`config.mk`:
```
export PLATFORM = sky130hd
export DESIGN_NAME = gslcd_pixel_unpack_flat
export DESIGN_NICKNAME = d
export VERILOG_FILES = /design/src/rtl/gslcd_pkg.sv /design/src/rtl/gslcd_pixel_unpack_if.sv /design/src/rtl/gslcd_pixel_unpack.sv /design/src/flat_wrapper.sv
export SDC_FILE = /design/constraint.sdc
export NUM_CORES = 1
export LEC_CHECK = 0
export BUFFER_PORTS_ARGS = -buffer_cell sky130_fd_sc_hd__buf_2
export CORE_UTILIZATION = 42
export DETAILED_ROUTE_END_ITERATION = 10
export GPL_TIMING_DRIVEN = 0
export HOLD_SLACK_MARGIN = 0.02
export PLACE_DENSITY = 0.67
export SLEW_MARGIN = 20
export SYNTH_ARGS = -nofsm -noshare
export SYNTH_HDL_FRONTEND = slang
export SYNTH_SLANG_ARGS = --single-unit
export TNS_END_PERCENT = 100
```
`constraint.sdc`:
```
create_clock -name aclk -period 4.1 [get_ports aclk]
set_input_delay 0.41 -clock aclk [delete_from_list [all_inputs] [get_ports aclk]]
set_output_delay 0.41 -clock aclk [all_outputs]
set_load 0.005 [all_outputs]
```
`src/rtl/gslcd_pkg.sv`:
```
// ============================================================================
// gslcd_pkg
// Shared LCD geometry and framebuffer packing constants.
// Revision: 1.0
// ============================================================================
`default_nettype none

package gslcd_pkg;

    localparam int LCD_H_ACTIVE    = 800;
    localparam int LCD_V_ACTIVE    = 480;
    localparam int BYTES_PER_PIXEL = 3;
    localparam int AXI_DATA_BYTES  = 4;
    localparam int BURST_BYTES     = 64;

    localparam int WORD_W   = AXI_DATA_BYTES * 8;
    localparam int PIXEL_W  = BYTES_PER_PIXEL * 8;
    localparam int BUF_BYTES = 2 * BYTES_PER_PIXEL;
    localparam int BUF_W    = BUF_BYTES * 8;
    localparam int CNT_W    = 3;

    function automatic int frame_bytes(input int h, input int v);
        return h * v * BYTES_PER_PIXEL;
    endfunction

    // The DMA issues whole 16-beat bursts, so a frame must be a burst multiple.
    localparam int FRAME_BYTES = frame_bytes(LCD_H_ACTIVE, LCD_V_ACTIVE);
    localparam bit FRAME_BURST_ALIGNED = (FRAME_BYTES % BURST_BYTES) == 0;

endpackage

`default_nettype wire

```
`src/rtl/gslcd_pixel_unpack_if.sv`:
```
// ============================================================================
// gslcd_pixel_unpack_if
// Word-in / pixel-out stream bundle for the pixel unpacker.
// Revision: 1.0
// ============================================================================
`default_nettype none

interface gslcd_pixel_unpack_if;
    import gslcd_pkg::*;

    logic [WORD_W-1:0]  s_data;
    logic               s_valid;
    logic               s_ready;
    logic [PIXEL_W-1:0] m_data;
    logic               m_valid;
    logic               m_ready;
    logic               m_user;
    logic               m_last;

    modport slave (
        input  s_data, s_valid, m_ready,
        output s_ready, m_data, m_valid, m_user, m_last
    );

    modport master (
        output s_data, s_valid, m_ready,
        input  s_ready, m_data, m_valid, m_user, m_last
    );

endinterface

`default_nettype wire

```
`src/rtl/gslcd_pixel_unpack.sv`:
```
// ============================================================================
// gslcd_pixel_unpack
// Unpacks 32-bit framebuffer words into tagged 24-bit pixels, 1 pixel/cycle.
// Revision: 1.0
// ============================================================================
`default_nettype none

module gslcd_pixel_unpack
    import gslcd_pkg::*;
#(
    parameter int H_ACTIVE = LCD_H_ACTIVE,
    parameter int V_ACTIVE = LCD_V_ACTIVE,
    parameter int XW       = (H_ACTIVE > 1) ? $clog2(H_ACTIVE) : 1,
    parameter int YW       = (V_ACTIVE > 1) ? $clog2(V_ACTIVE) : 1
) (
    input  wire logic             aclk,
    input  wire logic             areset,
    input  wire logic             frame_start,
    gslcd_pixel_unpack_if.slave   bus,
    output logic                  eof
);

    localparam logic [CNT_W-1:0] CNT_PIXEL = CNT_W'(BYTES_PER_PIXEL);
    localparam logic [CNT_W-1:0] CNT_WORD  = CNT_W'(AXI_DATA_BYTES);
    localparam logic [CNT_W-1:0] CNT_ROOM  = CNT_W'(BUF_BYTES - AXI_DATA_BYTES);
    localparam logic [CNT_W-1:0] CNT_ROOM_FIRE = CNT_W'(BUF_BYTES - 1);
    localparam logic [XW-1:0]    X_LAST    = XW'(H_ACTIVE - 1);
    localparam logic [YW-1:0]    Y_LAST    = YW'(V_ACTIVE - 1);

    logic [BUF_W-1:0] r_buf;
    logic [CNT_W-1:0] r_cnt;
    logic [XW-1:0]    r_x;
    logic [YW-1:0]    r_y;
    logic             r_eof;

    logic             w_m_valid;
    logic             w_fire;
    logic             w_s_ready;
    logic             w_accept;
    logic             w_x_last;
    logic             w_y_last;
    logic             w_frame_wrap;
    logic [CNT_W-1:0] w_cnt_base;
    logic [BUF_W-1:0] w_buf_base;
    logic [CNT_W-1:0] w_cnt_next;
    logic [BUF_W-1:0] w_buf_next;
    logic [5:0]       w_shamt;
    logic [BUF_W-1:0] w_word_mask;
    logic [BUF_W-1:0] w_word_ext;

    assign w_m_valid    = (r_cnt >= CNT_PIXEL);
    assign w_x_last     = (r_x == X_LAST);
    assign w_y_last     = (r_y == Y_LAST);
    // A pixel presented during frame_start is never consumed.
    assign w_fire       = w_m_valid && bus.m_ready && !frame_start;
    assign w_s_ready    = !frame_start &&
                          ((r_cnt <= CNT_ROOM) || (w_fire && (r_cnt <= CNT_ROOM_FIRE)));
    assign w_accept     = bus.s_valid && w_s_ready;
    assign w_frame_wrap = w_fire && w_x_last && w_y_last;

    // Shift out the fired pixel first, then append the accepted word behind
    // whatever remains. Leftover bytes at a frame wrap are discarded.
    always_comb begin
        w_cnt_base  = r_cnt;
        w_buf_base  = r_buf;
        if (w_fire) begin
            w_cnt_base = r_cnt - CNT_PIXEL;
            w_buf_base = r_buf >> PIXEL_W;
        end
        if (w_frame_wrap) begin
            w_cnt_base = '0;
            w_buf_base = '0;
        end

        w_shamt     = {w_cnt_base, 3'b000};
        w_word_ext  = {{(BUF_W-WORD_W){1'b0}}, bus.s_data};
        w_word_mask = {{(BUF_W-WORD_W){1'b0}}, {WORD_W{1'b1}}} << w_shamt;

        w_buf_next  = w_buf_base;
        w_cnt_next  = w_cnt_base;
        if (w_accept) begin
            w_buf_next = (w_buf_base & ~w_word_mask) | (w_word_ext << w_shamt);
            w_cnt_next = w_cnt_base + CNT_WORD;
        end
    end

    always_ff @(posedge aclk) begin
        if (areset) begin
            r_buf <= '0;
            r_cnt <= '0;
            r_x   <= '0;
            r_y   <= '0;
            r_eof <= 1'b0;
        end else if (frame_start) begin
            r_cnt <= '0;
            r_x   <= '0;
            r_y   <= '0;
            r_eof <= 1'b0;
        end else begin
            r_buf <= w_buf_next;
            r_cnt <= w_cnt_next;
            r_eof <= w_frame_wrap;
            if (w_fire) begin
                if (w_x_last) begin
                    r_x <= '0;
                    r_y <= w_y_last ? '0 : r_y + 1'b1;
                end else begin
                    r_x <= r_x + 1'b1;
                end
            end
        end
    end

    assign bus.s_ready = w_s_ready;
    assign bus.m_valid = w_m_valid;
    assign bus.m_data  = r_buf[PIXEL_W-1:0];
    assign bus.m_user  = (r_x == '0) && (r_y == '0);
    assign bus.m_last  = w_x_last;
    assign eof         = r_eof;

endmodule

`default_nettype wire

```
`src/flat_wrapper.sv`:
```
// flat-port wrapper written by rule: the top's interface ports become plain ports
module gslcd_pixel_unpack_flat import gslcd_pkg::*;
#(
    parameter int H_ACTIVE = LCD_H_ACTIVE,
    parameter int V_ACTIVE = LCD_V_ACTIVE,
    parameter int XW       = (H_ACTIVE > 1) ? $clog2(H_ACTIVE) : 1,
    parameter int YW       = (V_ACTIVE > 1) ? $clog2(V_ACTIVE) : 1
)
  (aclk, areset, frame_start, eof, bus_s_data, bus_s_valid, bus_m_ready, bus_s_ready, bus_m_data, bus_m_valid, bus_m_user, bus_m_last);
  gslcd_pixel_unpack_if bus_i ();
  input  wire logic aclk;
  input  wire logic areset;
  input  wire logic frame_start;
  output logic eof;
  input wire logic [$bits(bus_i.s_data)-1:0] bus_s_data;
  input wire logic [$bits(bus_i.s_valid)-1:0] bus_s_valid;
  input wire logic [$bits(bus_i.m_ready)-1:0] bus_m_ready;
  output wire logic [$bits(bus_i.s_ready)-1:0] bus_s_ready;
  output wire logic [$bits(bus_i.m_data)-1:0] bus_m_data;
  output wire logic [$bits(bus_i.m_valid)-1:0] bus_m_valid;
  output wire logic [$bits(bus_i.m_user)-1:0] bus_m_user;
  output wire logic [$bits(bus_i.m_last)-1:0] bus_m_last;
  assign bus_i.s_data = bus_s_data;
  assign bus_i.s_valid = bus_s_valid;
  assign bus_i.m_ready = bus_m_ready;
  assign bus_s_ready = bus_i.s_ready;
  assign bus_m_data = bus_i.m_data;
  assign bus_m_valid = bus_i.m_valid;
  assign bus_m_user = bus_i.m_user;
  assign bus_m_last = bus_i.m_last;
  gslcd_pixel_unpack #(.H_ACTIVE(H_ACTIVE), .V_ACTIVE(V_ACTIVE), .XW(XW), .YW(YW)) u_core (.aclk(aclk), .areset(areset), .frame_start(frame_start), .bus(bus_i), .eof(eof));
endmodule
```
==> results.ini, run 1 <==
[critical_path]
crit_start=u_core.r_cnt[2]
setup.worst_path.class=reg -> reg
worstPathCellList=buf_2, inv_1, ha_1, a211oi_2, nor2_1, a21o_1, clkbuf_1, nand2_1, buf_2, ha_1, a21boi_1, a22o_1
worstSetupEndpointType=flop
worst_r2r_path_depth=12
start_kind=flop
critical_path_required_ns=4.41
critPathArrivalTime_ns=4.02
worstPathMaxFanout=10
cpPeakStageDelay_ns=0.64
cpMaxStageDelayCell=sky130_fd_sc_hd__a21boi_1
rr_startpoint=u_core.r_cnt[2]

[global_route]
global_route.usage.total_pct=26.2
grt_antenna_before_repair=0
grt_first_pass_wirelength_um=22400
grt_start_max_net_pins=13
overflow=0
grt_pass1_vias=4242

[yosys]
synth.ff_latch_count=71
syn-instance-count=559
synth_async_sr_flop_share_pct=0
post_synth.cell_area_avg_sq_um=8.03
synth_enable_flop_cells=0
yosysSeqAreaShare_pct=31.7
synth.lib_cells_used.distinct=61
yosys_warnings=0
netlist_area_sq_um=4490
synth_ff_type=sky130_fd_sc_hd__dfxtp_1
syn-num-nets=605

[sta]
slew_at_the_pin_with_the_worst_max_slew_slack_ns=0.970
final_clock_skew_ns=0.0124
final-max-slew-violation-count=0
finalCritPeriodShare_pct=90.4
min_period_ns=3.71
report.final.setup_viol=0
fin_hold_ws_ns=0.380
rsz_0062_raised_after_global_routing=false
max_clock_freq_ghz=0.270
hold_viol_final=0
maxSlewHeadroom_pct=35.0
final.setup.tns_ns=0

[die]
core-area_sq_um=10300
start_util_pct=43.5
die_x_um=105
ioPinCount=66
die_area_sq_um=11100
rows=37
fp.dieH_um=105

[final_layout]
num-nets-final=681
layout-drive-gt1-share_pct=24.5
number_of_antenna_diodes=0
layout_commonest_cell=sky130_fd_sc_hd__buf_2
flow.area_growth_from_synthesis_pct=15.6
final_cell_mix=78 x sky130_fd_sc_hd__buf_2, 71 x sky130_fd_sc_hd__dfxtp_1, 55 x sky130_fd_sc_hd__nand2_1, 53 x sky130_fd_sc_hd__o21ai_0, 41 x sky130_fd_sc_hd__nor2_1
fillerInstances=1000

[power]
power.density_cell_area_nw_per_um2=291
power_after_layout_uw=1510
power.leakage_uw=0.00209
max-vdd-ir-drop_mv=0.152

[clocking]
cts_resized=0
clock_latency_ns=0.37
ctsRootBufferMaster=sky130_fd_sc_hd__clkbuf_8
postCtsHoldBufs=0
cts_buffers=9
clock_tree_from_tritoncts=done
post-cts-setup-buffer-count=0
clkSlewWorstSetupHoldPaths_ns=0.09
clock_tree.buffer_depth=2
cts_max_level=3
cts.sink_count=71

[placed_design]
place.port_buffers=65
place_hpwl_um=10500
place_congestion=0.896

[route]
postRouteAntennaNets=0
detailroute.via_count=4584
firstDrtPassIters=6
route.final.wire_length_um=14400
vias_per_cell=5.91
average_detailed_routed_wire_length_per_instance_um=18.6
drtIter0Drc=355
post_route_drc_violation_count=0

[worst_hold_path]
hold_path.startpoint=bus_s_data[0]
worst_hold_path.num_cells=3
hold_path_class=in -> reg

[status]
status=complete, no violations

[flow_run]
drv.max_cap_violation_count=0

registers in the layout, indices dropped and copies added, names as in the netlist:
register	count
u_core.r_x	10
u_core.eof	1
u_core.r_cnt	3
u_core.r_y	9
u_core.r_buf	48
metrics by stage:
step / util [%] / cell area [sq um] / instances / worst slack [ns]
6_report: 50.2 / 5190 / 776 / 0.394
5_1_grt: 50.2 / 5190 / 776 / 0.248
4_1_cts: 50.2 / 5180 / 776 / 0.503
3_5_place_dp: 48.3 / 4980 / 760 / 0.530
3_3_place_gp: 48.3 / 4980 / 760 / 0.526
2_1_floorplan: - / 4490 / 559 / 1.23
final cells by class:
type / instances / area [sq um] / share of cell area, %
Sequential cell: 71 / 1420 / 27.4
Multi-Input combinational cell: 401 / 2600 / 50.2
Buffer: 56 / 350 / 6.76
Inverter: 31 / 116 / 2.24
Clock inverter: 5 / 57.6 / 1.11
Timing Repair Buffer: 65 / 325 / 6.27
Tap cell: 136 / 170 / 3.28
Clock buffer: 11 / 141 / 2.73
final timing paths:
kind / end / slack, ns
setup reg to reg: u_core.r_buf[46] / 0.39
hold reg to reg: u_core.r_buf[37] / 0.46
setup / recovery: u_core.r_buf[46] / 0.39
hold / removal: u_core.r_buf[0] / 0.38
synth_stat cells (all sizes together), types with 6 or more instances:
library cell	count	share of area, %
dfxtp	71	32
o21ai	60	6.9
nand2	58	5.1
buf	47	7.1
nor2	44	4.1
a21oi	34	4.0
inv	31	2.6
a221oi	16	3.1
or3	13	1.9
mux2i	12	2.7
o22ai	11	1.7
nor3	10	1.5
a21o	9	1.5
a221o	9	2.0
and3	9	1.4
clkbuf	9	0.75
ha	9	2.5
a211o	8	1.6
a22o	8	1.6
a22oi	8	1.3
nand4	8	1.1
o221a	8	2.0
o221ai	8	1.6
o32ai	8	1.7
nand3	6	0.67
xnor2	6	1.2
xor2	6	1.2
metal layers:
metal	up-vias	global-route usage (%)	wire length (um)
met4	0	11.2	353
met5	-	0	0
met3	38	6.62	1100
li1	2201	-	-
met1	2146	34.0	6460
met2	199	41.0	6540
where the power goes:
part / internal (uW) / total [uW] / switching [uW]
clock: 298 / 587 / 289
sequential: 702 / 711 / 9.04
combinational: 80.2 / 210 / 130
total: 1080 / 1510 / 428
kinds of logic (layout without fill, tap and decap cells):
| family | Yosys count | count (layout) | synth area share (%) |
|---|---|---|---|
| adder cells (fa/ha/maj) | 9 | 9 | 2.51 |
| multiplexers | 12 | 12 | 2.68 |
| flip-flops | 71 | 71 | 31.7 |
| XOR/XNOR | 12 | 12 | 2.34 |
| AND/OR/NAND/NOR | 165 | 165 | 18.4 |
| buffers and inverters | 87 | 168 | 10.4 |
| AO/OA/AOI/OAI | 203 | 203 | 32.0 |
worst max-delay path, delay by kind of cell (launching register included):
family                   cells  cell delay (ns)
buffers and inverters        4             0.87
flip-flops                   1             0.40
adder cells (fa/ha/maj)      2             0.57
AND/OR/NAND/NOR              2             0.33
AO/OA/AOI/OAI                4             1.47
Power figures use the tool's default switching activity.
==> inputs of run 2 (changes only) <==
MAX_ROUTING_LAYER = met4   (was not set)
==> run 2 against run 1 <==
Net effect:
- register-to-register slack better by 0.04 ns
- clock power up 3%
- largest cell class unchanged
- non-clock buffer count unchanged
==> results.ini, run 2 (synthesis results as in run 1) <==
[power]
relative_contribution_of_the_clock_network_to_total_power_pct=39.6  ; was 38.9%
power.leakage_uw=0.00209  ; about the same
seqPwrFrac_pct=46.6  ; was 47.2%
max-vdd-ir-drop_mv=0.254  ; was 0.152 mV
combPwrFrac_pct=13.7  ; was 13.9%
p_switching_uw=442  ; was 428 uW
switching_share_pct=29.0  ; was 28.4%
internal_power_uw=1080  ; about the same
power.density_cell_area_nw_per_um2=294  ; was 291 nW/um^2
power_after_layout_uw=1520  ; was 1510 uW

[clocking]
post-cts-setup-buffer-count=0  ; unchanged
clock_latency_ns=0.38  ; was 0.37 ns
ctsRootBufferMaster=sky130_fd_sc_hd__clkbuf_8  ; unchanged
postCtsHoldBufs=0  ; unchanged
cts_max_level=3  ; unchanged
clock_tree_from_tritoncts=done  ; unchanged
cts_resized=0  ; unchanged
cts.sink_count=71  ; unchanged
clock_tree.buffer_depth=2  ; unchanged
clkSlewWorstSetupHoldPaths_ns=0.09  ; about the same
cts_buffers=9  ; unchanged

[route]
vias_per_cell=5.96  ; was 5.91
post_route_drc_violation_count=0  ; unchanged
detailroute.via_count=4626  ; was 4584
average_detailed_routed_wire_length_per_instance_um=18.8  ; was 18.6 um
postRouteAntennaNets=0  ; unchanged
route.final.wire_length_um=14600  ; was 14400 um
firstDrtPassIters=5  ; was 6
drtIter0Drc=303  ; was 355

[final_layout]
top_regs=u_core.r_buf (48), u_core.r_x (10), u_core.r_y (9)  ; unchanged
flow.area_growth_from_synthesis_pct=15.8  ; was 15.6%
fillerInstances=1048  ; was 1000
final_cell_mix=78 x sky130_fd_sc_hd__buf_2, 71 x sky130_fd_sc_hd__dfxtp_1, 55 x sky130_fd_sc_hd__nand2_1, 53 x sky130_fd_sc_hd__o21ai_0, 41 x sky130_fd_sc_hd__nor2_1  ; unchanged
layout_commonest_cell=sky130_fd_sc_hd__buf_2  ; unchanged
layout-drive-gt1-share_pct=24.7  ; was 24.5%
num-nets-final=681  ; unchanged
top_register=u_core.r_buf  ; unchanged
final_standard_cell_count_with_taps_included_and_fillers_excluded=776  ; unchanged
number_of_antenna_diodes=0  ; unchanged
largest_register_ff_count=48  ; unchanged

[sta]
max_clock_freq_ghz=0.273  ; was 0.270 GHz
final.setup.tns_ns=0  ; unchanged
finalCritPeriodShare_pct=89.4  ; was 90.4%
min_period_ns=3.66  ; was 3.71 ns
final_clock_skew_ns=0.0157  ; was 0.0124 ns
hold_viol_final=0  ; unchanged
maxSlewHeadroom_pct=37.3  ; was 35.0%
slew_at_the_pin_with_the_worst_max_slew_slack_ns=0.937  ; was 0.970 ns
rsz_0062_raised_after_global_routing=false  ; unchanged
final-max-slew-violation-count=0  ; unchanged
report.final.setup_viol=0  ; unchanged

[critical_path]
setup.worst_path.class=reg -> reg  ; unchanged
worstSetupEndpointType=flop  ; unchanged
start_kind=flop  ; unchanged
worstPathMaxFanout=10  ; unchanged
critical_path_required_ns=4.42  ; was 4.41 ns
critPathArrivalTime_ns=3.98  ; was 4.02 ns

[die]
die_area_sq_um=11100  ; unchanged
fp.dieH_um=105  ; unchanged
core-area_sq_um=10300  ; unchanged
start_util_pct=43.5  ; unchanged
rows=37  ; unchanged
die_x_um=105  ; unchanged
ioPinCount=66  ; unchanged

[placed_design]
place_hpwl_um=10700  ; was 10500 um
dpl.cell_count=760  ; unchanged
place.port_buffers=65  ; unchanged
place_congestion=0.887  ; was 0.896

[global_route]
grt_antenna_before_repair=0  ; unchanged
grt_pass1_vias=4155  ; was 4242
global_route.usage.total_pct=27.6  ; was 26.2%
grt_first_pass_wirelength_um=22800  ; was 22400 um
overflow=0  ; unchanged
grt_start_max_net_pins=14  ; was 13

[flow_run]
drv.max_cap_violation_count=0  ; unchanged

[worst_hold_path]
hold_path_class=in -> reg  ; unchanged

[status]
status=complete, no violations  ; unchanged

## run 2: cell types whose count changed in the layout (fill, tap and decap cells not counted)
| cell | before | now |
|---|---|---|
| sky130_fd_sc_hd__clkbuf_1 | 10 | 9 |
| sky130_fd_sc_hd__clkinv_2 | 2 | 1 |
| sky130_fd_sc_hd__clkinvlp_4 | 0 | 1 |
| sky130_fd_sc_hd__inv_6 | 0 | 1 |
## run 2: layer usage
| layer | global-route usage, % | vias to the layer above | share of wire (%) |
|---|---|---|---|
| met5 | - | - | 0 |
| li1 | - | 2203 | - |
| met3 | 6.25 | 20 | 7.9 |
| met1 | 35.9 | 2200 | 44 |
| met2 | 42.5 | 203 | 46 |
| met4 | 8.95 | 0 | 1.9 |
## run 2: path summary, 6_finish.rpt
| check | slack (ns) | end | start | cells after the start |
|---|---|---|---|---|
| max | 0.44 | u_core.r_buf[43] | u_core.r_cnt[2] | 12 |
| min | 0.36 | u_core.r_buf[2] | bus_s_data[2] | 3 |
| max reg2reg | 0.44 | u_core.r_buf[43] | u_core.r_cnt[2] | 12 |
| min reg2reg | 0.47 | u_core.r_buf[32] | u_core.r_buf[32] | 2 |
## run 2: cell type report
type / count / area (sq um) / area share, %
multi-input combinational: 401 / 2600 / 50.1
sequential: 71 / 1420 / 27.4
buffer: 56 / 350 / 6.75
timing repair buffer: 65 / 325 / 6.26
tap: 136 / 170 / 3.28
clock buffer: 10 / 138 / 2.65
inverter: 31 / 116 / 2.24
clock inverter: 6 / 68.8 / 1.32
## run 2: critical path, cell delays in order, from the launching register on
cell and delay, ns:
sky130_fd_sc_hd__dfxtp_1 0.38, sky130_fd_sc_hd__buf_2 0.23, sky130_fd_sc_hd__inv_1 0.08, sky130_fd_sc_hd__ha_1 0.30
sky130_fd_sc_hd__a211oi_2 0.34, sky130_fd_sc_hd__nor2_1 0.13, sky130_fd_sc_hd__a21o_1 0.21, sky130_fd_sc_hd__clkbuf_1 0.26
sky130_fd_sc_hd__nand2_1 0.19, sky130_fd_sc_hd__buf_2 0.29, sky130_fd_sc_hd__ha_1 0.29, sky130_fd_sc_hd__a21boi_1 0.64
sky130_fd_sc_hd__a22o_1 0.25
## run 2: power by group through the flow
stage          clock network, uW  logic (uW)  registers (uW)
2_1_floorplan                  0         124             724
3_3_place_gp                   0         204             727
3_5_place_dp                   0         205             727
4_1_cts                      620         206             711
5_1_grt                      651         226             712
6_report                     604         210             711
## run 2: metrics by stage
| stage | worst slack (ns) | hold slack (ns) | utilization [%] | instance area (sq um) |
|---|---|---|---|---|
| 2_1_floorplan | 1.23 | 0.425 | - | 4490 |
| 3_3_place_gp | 0.518 | 0.445 | 48.3 | 4980 |
| 3_5_place_dp | 0.510 | 0.449 | 48.3 | 4980 |
| 4_1_cts | 0.462 | 0.341 | 50.3 | 5190 |
| 5_1_grt | 0.186 | 0.358 | 50.3 | 5190 |
| 6_report | 0.435 | 0.358 | 50.3 | 5190 |
